**src/rtl/done_tracker_pkg.sv**
```systemverilog
// Shared constants and width helpers for the block-completion tracker.
// No logic, so no latency and no backpressure.
package done_tracker_pkg;

   localparam int unsigned NUM_STREAMS_DEF     = 2;
   localparam int unsigned MAX_OUTSTANDING_DEF = 4;

   // Width of a counter that must hold every value 0..max_val inclusive.
   function automatic int unsigned cnt_width(input int unsigned max_val);
      return (max_val < 1) ? 1 : $clog2(max_val + 1);
   endfunction

   function automatic int unsigned ptr_width(input int unsigned depth);
      return (depth <= 1) ? 1 : $clog2(depth);
   endfunction

endpackage

```
**src/rtl/done_tracker_if.sv**
```systemverilog
// Block-start / last-beat / done bundle between the encoder handshake logic and the tracker.
// Outputs are registered-state decodes; blk_ready_o is the only backpressure.
interface done_tracker_if
   import done_tracker_pkg::*;
#(
   parameter int unsigned NUM_STREAMS     = NUM_STREAMS_DEF,
   parameter int unsigned MAX_OUTSTANDING = MAX_OUTSTANDING_DEF
);

   localparam int unsigned CW = cnt_width(MAX_OUTSTANDING);

   logic                   blk_start_i;
   logic [NUM_STREAMS-1:0] blk_mask_i;
   logic                   blk_ready_o;
   logic [NUM_STREAMS-1:0] last_hs_i;
   logic                   blk_done_o;
   logic [NUM_STREAMS-1:0] blk_done_mask_o;
   logic [CW-1:0]          outstanding_o;
   logic                   err_o;

   modport master (
      output blk_start_i,
      output blk_mask_i,
      output last_hs_i,
      input  blk_ready_o,
      input  blk_done_o,
      input  blk_done_mask_o,
      input  outstanding_o,
      input  err_o
   );

   modport slave (
      input  blk_start_i,
      input  blk_mask_i,
      input  last_hs_i,
      output blk_ready_o,
      output blk_done_o,
      output blk_done_mask_o,
      output outstanding_o,
      output err_o
   );

endinterface

```
**src/rtl/done_mask_fifo.sv**
```systemverilog
// Synchronous FIFO holding one stream mask per in-flight block; data visible at head one cycle after push.
// Pushes while full and pops while empty are ignored; the owner gates them with full/empty.
module done_mask_fifo
   import done_tracker_pkg::*;
#(
   parameter int unsigned DEPTH = MAX_OUTSTANDING_DEF,
   parameter int unsigned WIDTH = NUM_STREAMS_DEF
) (
   input  logic                               clk_i,
   input  logic                               rst_ni,
   input  logic                               clr_i,
   input  logic                               push_i,
   input  logic [WIDTH-1:0]                   wdata_i,
   input  logic                               pop_i,
   output logic [WIDTH-1:0]                   rdata_o,
   output logic                               full_o,
   output logic                               empty_o,
   output logic [cnt_width(DEPTH)-1:0]        level_o
);

   localparam int unsigned PW = ptr_width(DEPTH);
   localparam int unsigned LW = cnt_width(DEPTH);

   localparam logic [PW-1:0] PTR_LAST = PW'(DEPTH - 1);
   localparam logic [LW-1:0] LVL_FULL = LW'(DEPTH);

   logic [WIDTH-1:0] mem_q [DEPTH];
   logic [PW-1:0]    wr_ptr_q;
   logic [PW-1:0]    rd_ptr_q;
   logic [LW-1:0]    level_q;
   logic             do_push;
   logic             do_pop;

   // Pointers wrap explicitly so DEPTH need not be a power of two.
   function automatic logic [PW-1:0] ptr_inc(input logic [PW-1:0] p);
      return (p == PTR_LAST) ? '0 : p + PW'(1);
   endfunction

   assign full_o  = (level_q == LVL_FULL);
   assign empty_o = (level_q == '0);
   assign level_o = level_q;
   assign rdata_o = mem_q[rd_ptr_q];

   assign do_push = push_i && !full_o;
   assign do_pop  = pop_i && !empty_o;

   always_ff @(posedge clk_i) begin
      if (!rst_ni || clr_i) begin
         wr_ptr_q <= '0;
         rd_ptr_q <= '0;
         level_q  <= '0;
         for (int i = 0; i < int'(DEPTH); i++) begin
            mem_q[i] <= '0;
         end
      end else begin
         if (do_push) begin
            mem_q[wr_ptr_q] <= wdata_i;
            wr_ptr_q        <= ptr_inc(wr_ptr_q);
         end
         if (do_pop) begin
            rd_ptr_q <= ptr_inc(rd_ptr_q);
         end
         case ({do_push, do_pop})
            2'b10:   level_q <= level_q + LW'(1);
            2'b01:   level_q <= level_q - LW'(1);
            default: level_q <= level_q;
         endcase
      end
   end

endmodule

```
**src/rtl/done_tracker.sv**
```systemverilog
// Pulses blk_done_o in acceptance order once every masked stream of the head block has a pending last beat.
// Done appears one cycle after the final last beat; blk_ready_o drops while MAX_OUTSTANDING blocks are in flight.
module done_tracker
   import done_tracker_pkg::*;
#(
   parameter int unsigned NUM_STREAMS     = NUM_STREAMS_DEF,
   parameter int unsigned MAX_OUTSTANDING = MAX_OUTSTANDING_DEF
) (
   input  logic          clk_i,
   input  logic          rst_ni,
   input  logic          clr_i,
   done_tracker_if.slave bus
);

   localparam int unsigned   CW      = cnt_width(MAX_OUTSTANDING);
   localparam logic [CW-1:0] CNT_MAX = CW'(MAX_OUTSTANDING);

   logic [NUM_STREAMS-1:0] head;
   logic                   fifo_full;
   logic                   fifo_empty;
   logic [CW-1:0]          fifo_level;
   logic                   push;
   logic                   drop;
   logic                   done;
   logic [NUM_STREAMS-1:0] dec;
   logic [NUM_STREAMS-1:0] ovf;
   logic [CW-1:0]          cnt_q [NUM_STREAMS];
   logic [CW-1:0]          cnt_d [NUM_STREAMS];
   logic                   err_q;

   assign push = bus.blk_start_i && !fifo_full;
   assign drop = bus.blk_start_i && fifo_full;

   done_mask_fifo #(
      .DEPTH (MAX_OUTSTANDING),
      .WIDTH (NUM_STREAMS)
   ) u_mask_fifo (
      .clk_i   (clk_i),
      .rst_ni  (rst_ni),
      .clr_i   (clr_i),
      .push_i  (push),
      .wdata_i (bus.blk_mask_i),
      .pop_i   (done),
      .rdata_o (head),
      .full_o  (fifo_full),
      .empty_o (fifo_empty),
      .level_o (fifo_level)
   );

   // Decoded purely from the FIFO head and registered counts, so no input reaches blk_done_o.
   always_comb begin
      done = !fifo_empty;
      for (int n = 0; n < int'(NUM_STREAMS); n++) begin
         if (head[n] && (cnt_q[n] == '0)) begin
            done = 1'b0;
         end
      end
   end

   assign dec = done ? head : '0;

   // A last arriving on a stream that is also being consumed cancels out, so it can never overflow.
   always_comb begin
      ovf = '0;
      for (int n = 0; n < int'(NUM_STREAMS); n++) begin
         cnt_d[n] = cnt_q[n];
         if (bus.last_hs_i[n] && !dec[n]) begin
            if (cnt_q[n] == CNT_MAX) begin
               ovf[n] = 1'b1;
            end else begin
               cnt_d[n] = cnt_q[n] + CW'(1);
            end
         end else if (!bus.last_hs_i[n] && dec[n]) begin
            cnt_d[n] = cnt_q[n] - CW'(1);
         end
      end
   end

   always_ff @(posedge clk_i) begin
      if (!rst_ni || clr_i) begin
         err_q <= 1'b0;
         for (int n = 0; n < int'(NUM_STREAMS); n++) begin
            cnt_q[n] <= '0;
         end
      end else begin
         if (drop || (|ovf)) begin
            err_q <= 1'b1;
         end
         for (int n = 0; n < int'(NUM_STREAMS); n++) begin
            cnt_q[n] <= cnt_d[n];
         end
      end
   end

   assign bus.blk_ready_o     = !fifo_full;
   assign bus.blk_done_o      = done;
   assign bus.blk_done_mask_o = dec;
   assign bus.outstanding_o   = fifo_level;
   assign bus.err_o           = err_q;

endmodule

```
**src/flat_wrapper.sv**
```systemverilog
// flat-port wrapper written by rule: the top's interface ports become plain ports
module done_tracker_flat import done_tracker_pkg::*;
#(
   parameter int unsigned NUM_STREAMS     = NUM_STREAMS_DEF,
   parameter int unsigned MAX_OUTSTANDING = MAX_OUTSTANDING_DEF
)
  (clk_i, rst_ni, clr_i, bus_blk_start_i, bus_blk_mask_i, bus_last_hs_i, bus_blk_ready_o, bus_blk_done_o, bus_blk_done_mask_o, bus_outstanding_o, bus_err_o);
  done_tracker_if #(.NUM_STREAMS(NUM_STREAMS), .MAX_OUTSTANDING(MAX_OUTSTANDING)) bus_i ();
  input  logic clk_i;
  input  logic rst_ni;
  input  logic clr_i;
  input wire logic [$bits(bus_i.blk_start_i)-1:0] bus_blk_start_i;
  input wire logic [$bits(bus_i.blk_mask_i)-1:0] bus_blk_mask_i;
  input wire logic [$bits(bus_i.last_hs_i)-1:0] bus_last_hs_i;
  output wire logic [$bits(bus_i.blk_ready_o)-1:0] bus_blk_ready_o;
  output wire logic [$bits(bus_i.blk_done_o)-1:0] bus_blk_done_o;
  output wire logic [$bits(bus_i.blk_done_mask_o)-1:0] bus_blk_done_mask_o;
  output wire logic [$bits(bus_i.outstanding_o)-1:0] bus_outstanding_o;
  output wire logic [$bits(bus_i.err_o)-1:0] bus_err_o;
  assign bus_i.blk_start_i = bus_blk_start_i;
  assign bus_i.blk_mask_i = bus_blk_mask_i;
  assign bus_i.last_hs_i = bus_last_hs_i;
  assign bus_blk_ready_o = bus_i.blk_ready_o;
  assign bus_blk_done_o = bus_i.blk_done_o;
  assign bus_blk_done_mask_o = bus_i.blk_done_mask_o;
  assign bus_outstanding_o = bus_i.outstanding_o;
  assign bus_err_o = bus_i.err_o;
  done_tracker #(.NUM_STREAMS(NUM_STREAMS), .MAX_OUTSTANDING(MAX_OUTSTANDING)) u_core (.clk_i(clk_i), .rst_ni(rst_ni), .clr_i(clr_i), .bus(bus_i));
endmodule
```
**config.mk**
```make
export PLATFORM = sky130hd
export DESIGN_NAME = done_tracker_flat
export DESIGN_NICKNAME = d
export VERILOG_FILES = /design/src/rtl/done_tracker_pkg.sv /design/src/rtl/done_tracker_if.sv /design/src/rtl/done_mask_fifo.sv /design/src/rtl/done_tracker.sv /design/src/flat_wrapper.sv
export SDC_FILE = /design/constraint.sdc
export NUM_CORES = 1
export LEC_CHECK = 0
export ABC_AREA = 1
export CORE_ASPECT_RATIO = 1.4
export CORE_MARGIN = 2
export CORE_UTILIZATION = 30
export DETAILED_ROUTE_END_ITERATION = 10
export PLACE_DENSITY = 0.48
export SETUP_SLACK_MARGIN = 0.5
export SYNTH_ARGS = -nofsm -noshare
export SYNTH_HDL_FRONTEND = slang
export SYNTH_SLANG_ARGS = --single-unit
```
**constraint.sdc**
```tcl
create_clock -name clk_i -period 2.75 [get_ports clk_i]
set_input_delay 0.825 -clock clk_i [delete_from_list [all_inputs] [get_ports clk_i]]
set_output_delay 0.825 -clock clk_i [all_outputs]
set_load 0.005 [all_outputs]
```
==> metrics.txt <==
PortBufs 15; Rows 28; adder-cell area share of the yosys netlist 0.0737; total number of vias 1,163; clock skew 1.04 ps; global-route wire length before repair 4360 um; clk sink count 24; part of the cycle the worst path needs 0.793; share of cells above drive strength 1 0.254; Num CTS Buffers 3; htree depth 1; DR pass1 iterations 4; outcome complete, no violations; commonest non-fill, non-tap cell in the layout nand2_1; routed wire length 2660 um; DRT antenna net count 0; compound-gate portion of the synthesized area 0.0822; via count of the first global-routing pass 1,077; total grt overflow 0; vias per cell 4.46; Worst-Skew Late Latency 270 ps; final slew viol count 0; Initial Utilization 0.312; quantity of hold-fixing buffers added after cts 0; Lkg Pwr 0.803 nW; Worst Setup End Kind register; design area 1790 um^2; I/O Pins 16; WL per Instance 10.2 um; Max-Cap Viols 0; GPL Wtd Cong 0.759; mux share of post-synthesis cell area 0; GRT busiest layer met2; clock root buffer clkbuf_8; Unique masters post-synth 23; Worst slew margin 0.767; Die H 82.6 um; initial DRC count 59; Max FO, Critical Path 3; Syn-to-layout area delta 35.4%; n_diodes 0; M3 GR Usage 0.0218; DRC violations left 0; minimum clock period 2180 ps; sequential area share after synthesis 0.423; Nets 216; Worst EP required 2920 ps; FMAX 0.459 GHz; Hold Path Class register to register; GR Layer Usage met2 0.216; top post-synthesis cells by area dfxtp_1 24%, edfxtp_1 18%, nand2_1 11%; Yosys Warn Count 0; syn nets 188; CORE AREA 4240 um^2; Yosys reg bits 24; pwr/cell area 472 nW/um^2; initial antenna violation count 0; gr usage total 0.118; most frequent cells in the layout 31 x nand2_1, 25 x inv_1, 23 x nor2_1; XOR/XNOR Fraction of Synth Area 0; critical path class input port to register; die width 60.1 um; IR drop worst, VDD 281 uV; Worst Tran Pin Value 347 ps; Hold Vio Cnt, Final 0; share of the synthesized area in the top cell type 0.242; final setup TNS 0 ps; RSZ-0062 raised after global routing false; Final Setup Violations 0; Critical Path Start Type input port; maximum clock insertion buffer count 2; simple-gate area share of the yosys netlist 0.322; largest net degree at the start of global routing 16; post-DP HPWL 2010 um; main combinational cell family by area after synthesis simple AND/OR/NAND/NOR gates; die area 4970 um^2; area leader, netlist dfxtp_1; Reg clk slew, reported paths 90 ps; Post-Syn Area 1320 um^2; CP Data Arrival Time 2350 ps; placed inst area 1540 um^2; syn_area_per_cell 7.61 um^2; TritonCTS clock tree done; synthesized instance count 174; GR Layer Usage met1 0.124
## power breakdown
part,total [mW],switching [mW],internal (mW)
clock network,0.313,0.118,0.195
registers,0.393,0.0117,0.381
logic,0.141,0.0789,0.0622
## layout make-up
type                       instances  area [um^2]
clock inverter                     1         30.0
inverter                          31          119
sequential                        24          573
tap                               60         75.1
multi-input combinational        118          744
timing repair buffer              24          210
fill                             436         2450
clock buffer                       3         41.3
## flip-flops by register name (all words and copies together) (netlist names), named ones only
name                         flops
u_core.cnt_q                     6
u_core.u_mask_fifo.rd_ptr_q      2
u_core.bus.err_o                 1
u_core.u_mask_fifo.wr_ptr_q      2
u_core.u_mask_fifo.mem_q         8
u_core.u_mask_fifo.level_o       3
## worst max-delay path, stage by stage
cell and delay [ps]:
clkdlybuf4s50_1 440, nand2_2 80, ha_1 140, inv_1 70, fa_1 390, a21oi_1 140, o21ai_1 90, o21ai_1 120
a21oi_1 40
## worst paths after layout
path	from	endpoint	slack (ps)	cells after the start
min	u_core.u_mask_fifo.rd_ptr_q[1]$_SDFFE_PP0P_	register	500	2
max reg2reg	register	u_core.u_mask_fifo.level_o[2]$_SDFFE_PP0P_	630	14
min reg2reg	u_core.u_mask_fifo.rd_ptr_q[1]$_SDFFE_PP0P_	register	500	2
max	bus_blk_start_i	u_core.u_mask_fifo.level_o[2]$_SDFFE_PP0P_	570	9
## Yosys cell counts (all sizes together)
master and n:
a21oi 9, clkbuf 1, dfxtp 16, edfxtp 8, fa 3, ha 3, inv 31, nand2 40
nand3 15, nand3b 3, nand4 4, nor2 27, nor3 3, o211a 1, o21ai 8, o22ai 1
o31ai 1
## logic make-up (layout without fill, tap and decap cells)
group | count (synthesis) | in the layout
AND/OR/NAND/NOR | 92 | 92
buffers and inverters | 32 | 59
flip-flops | 24 | 24
AO/OA/AOI/OAI | 20 | 20
adder cells (fa/ha/maj) | 6 | 6
## stage by stage
step           instances   util  total power, mW  worst slack (ps)  hold WS [ps]
2_1_floorplan        174      -            0.473               728           459
3_3_place_gp         249  0.364            0.512               206           484
3_5_place_dp         249  0.364            0.515               152           504
4_1_cts              260  0.411            0.850               493           516
5_1_grt              261  0.423            0.888               497           544
6_report             261  0.423            0.847               569           501
## metal layers
| metal | vias to the layer above | wire length [um] |
|---|---|---|
| met5 | - | 0 |
| met4 | 0 | 51 |
| met3 | 5 | 73 |
| met2 | 9 | 1460 |
| met1 | 538 | 1070 |
| li1 | 611 | - |
## timing repair
| action | in CTS | in global routing |
|---|---|---|
| setup buffers | 7 | 1 |
| pin swaps | 5 | 3 |
| endpoints found under the setup margin | 4 | 12 |
| resized for setup | 26 | 22 |
Power figures use the tool's default switching activity.
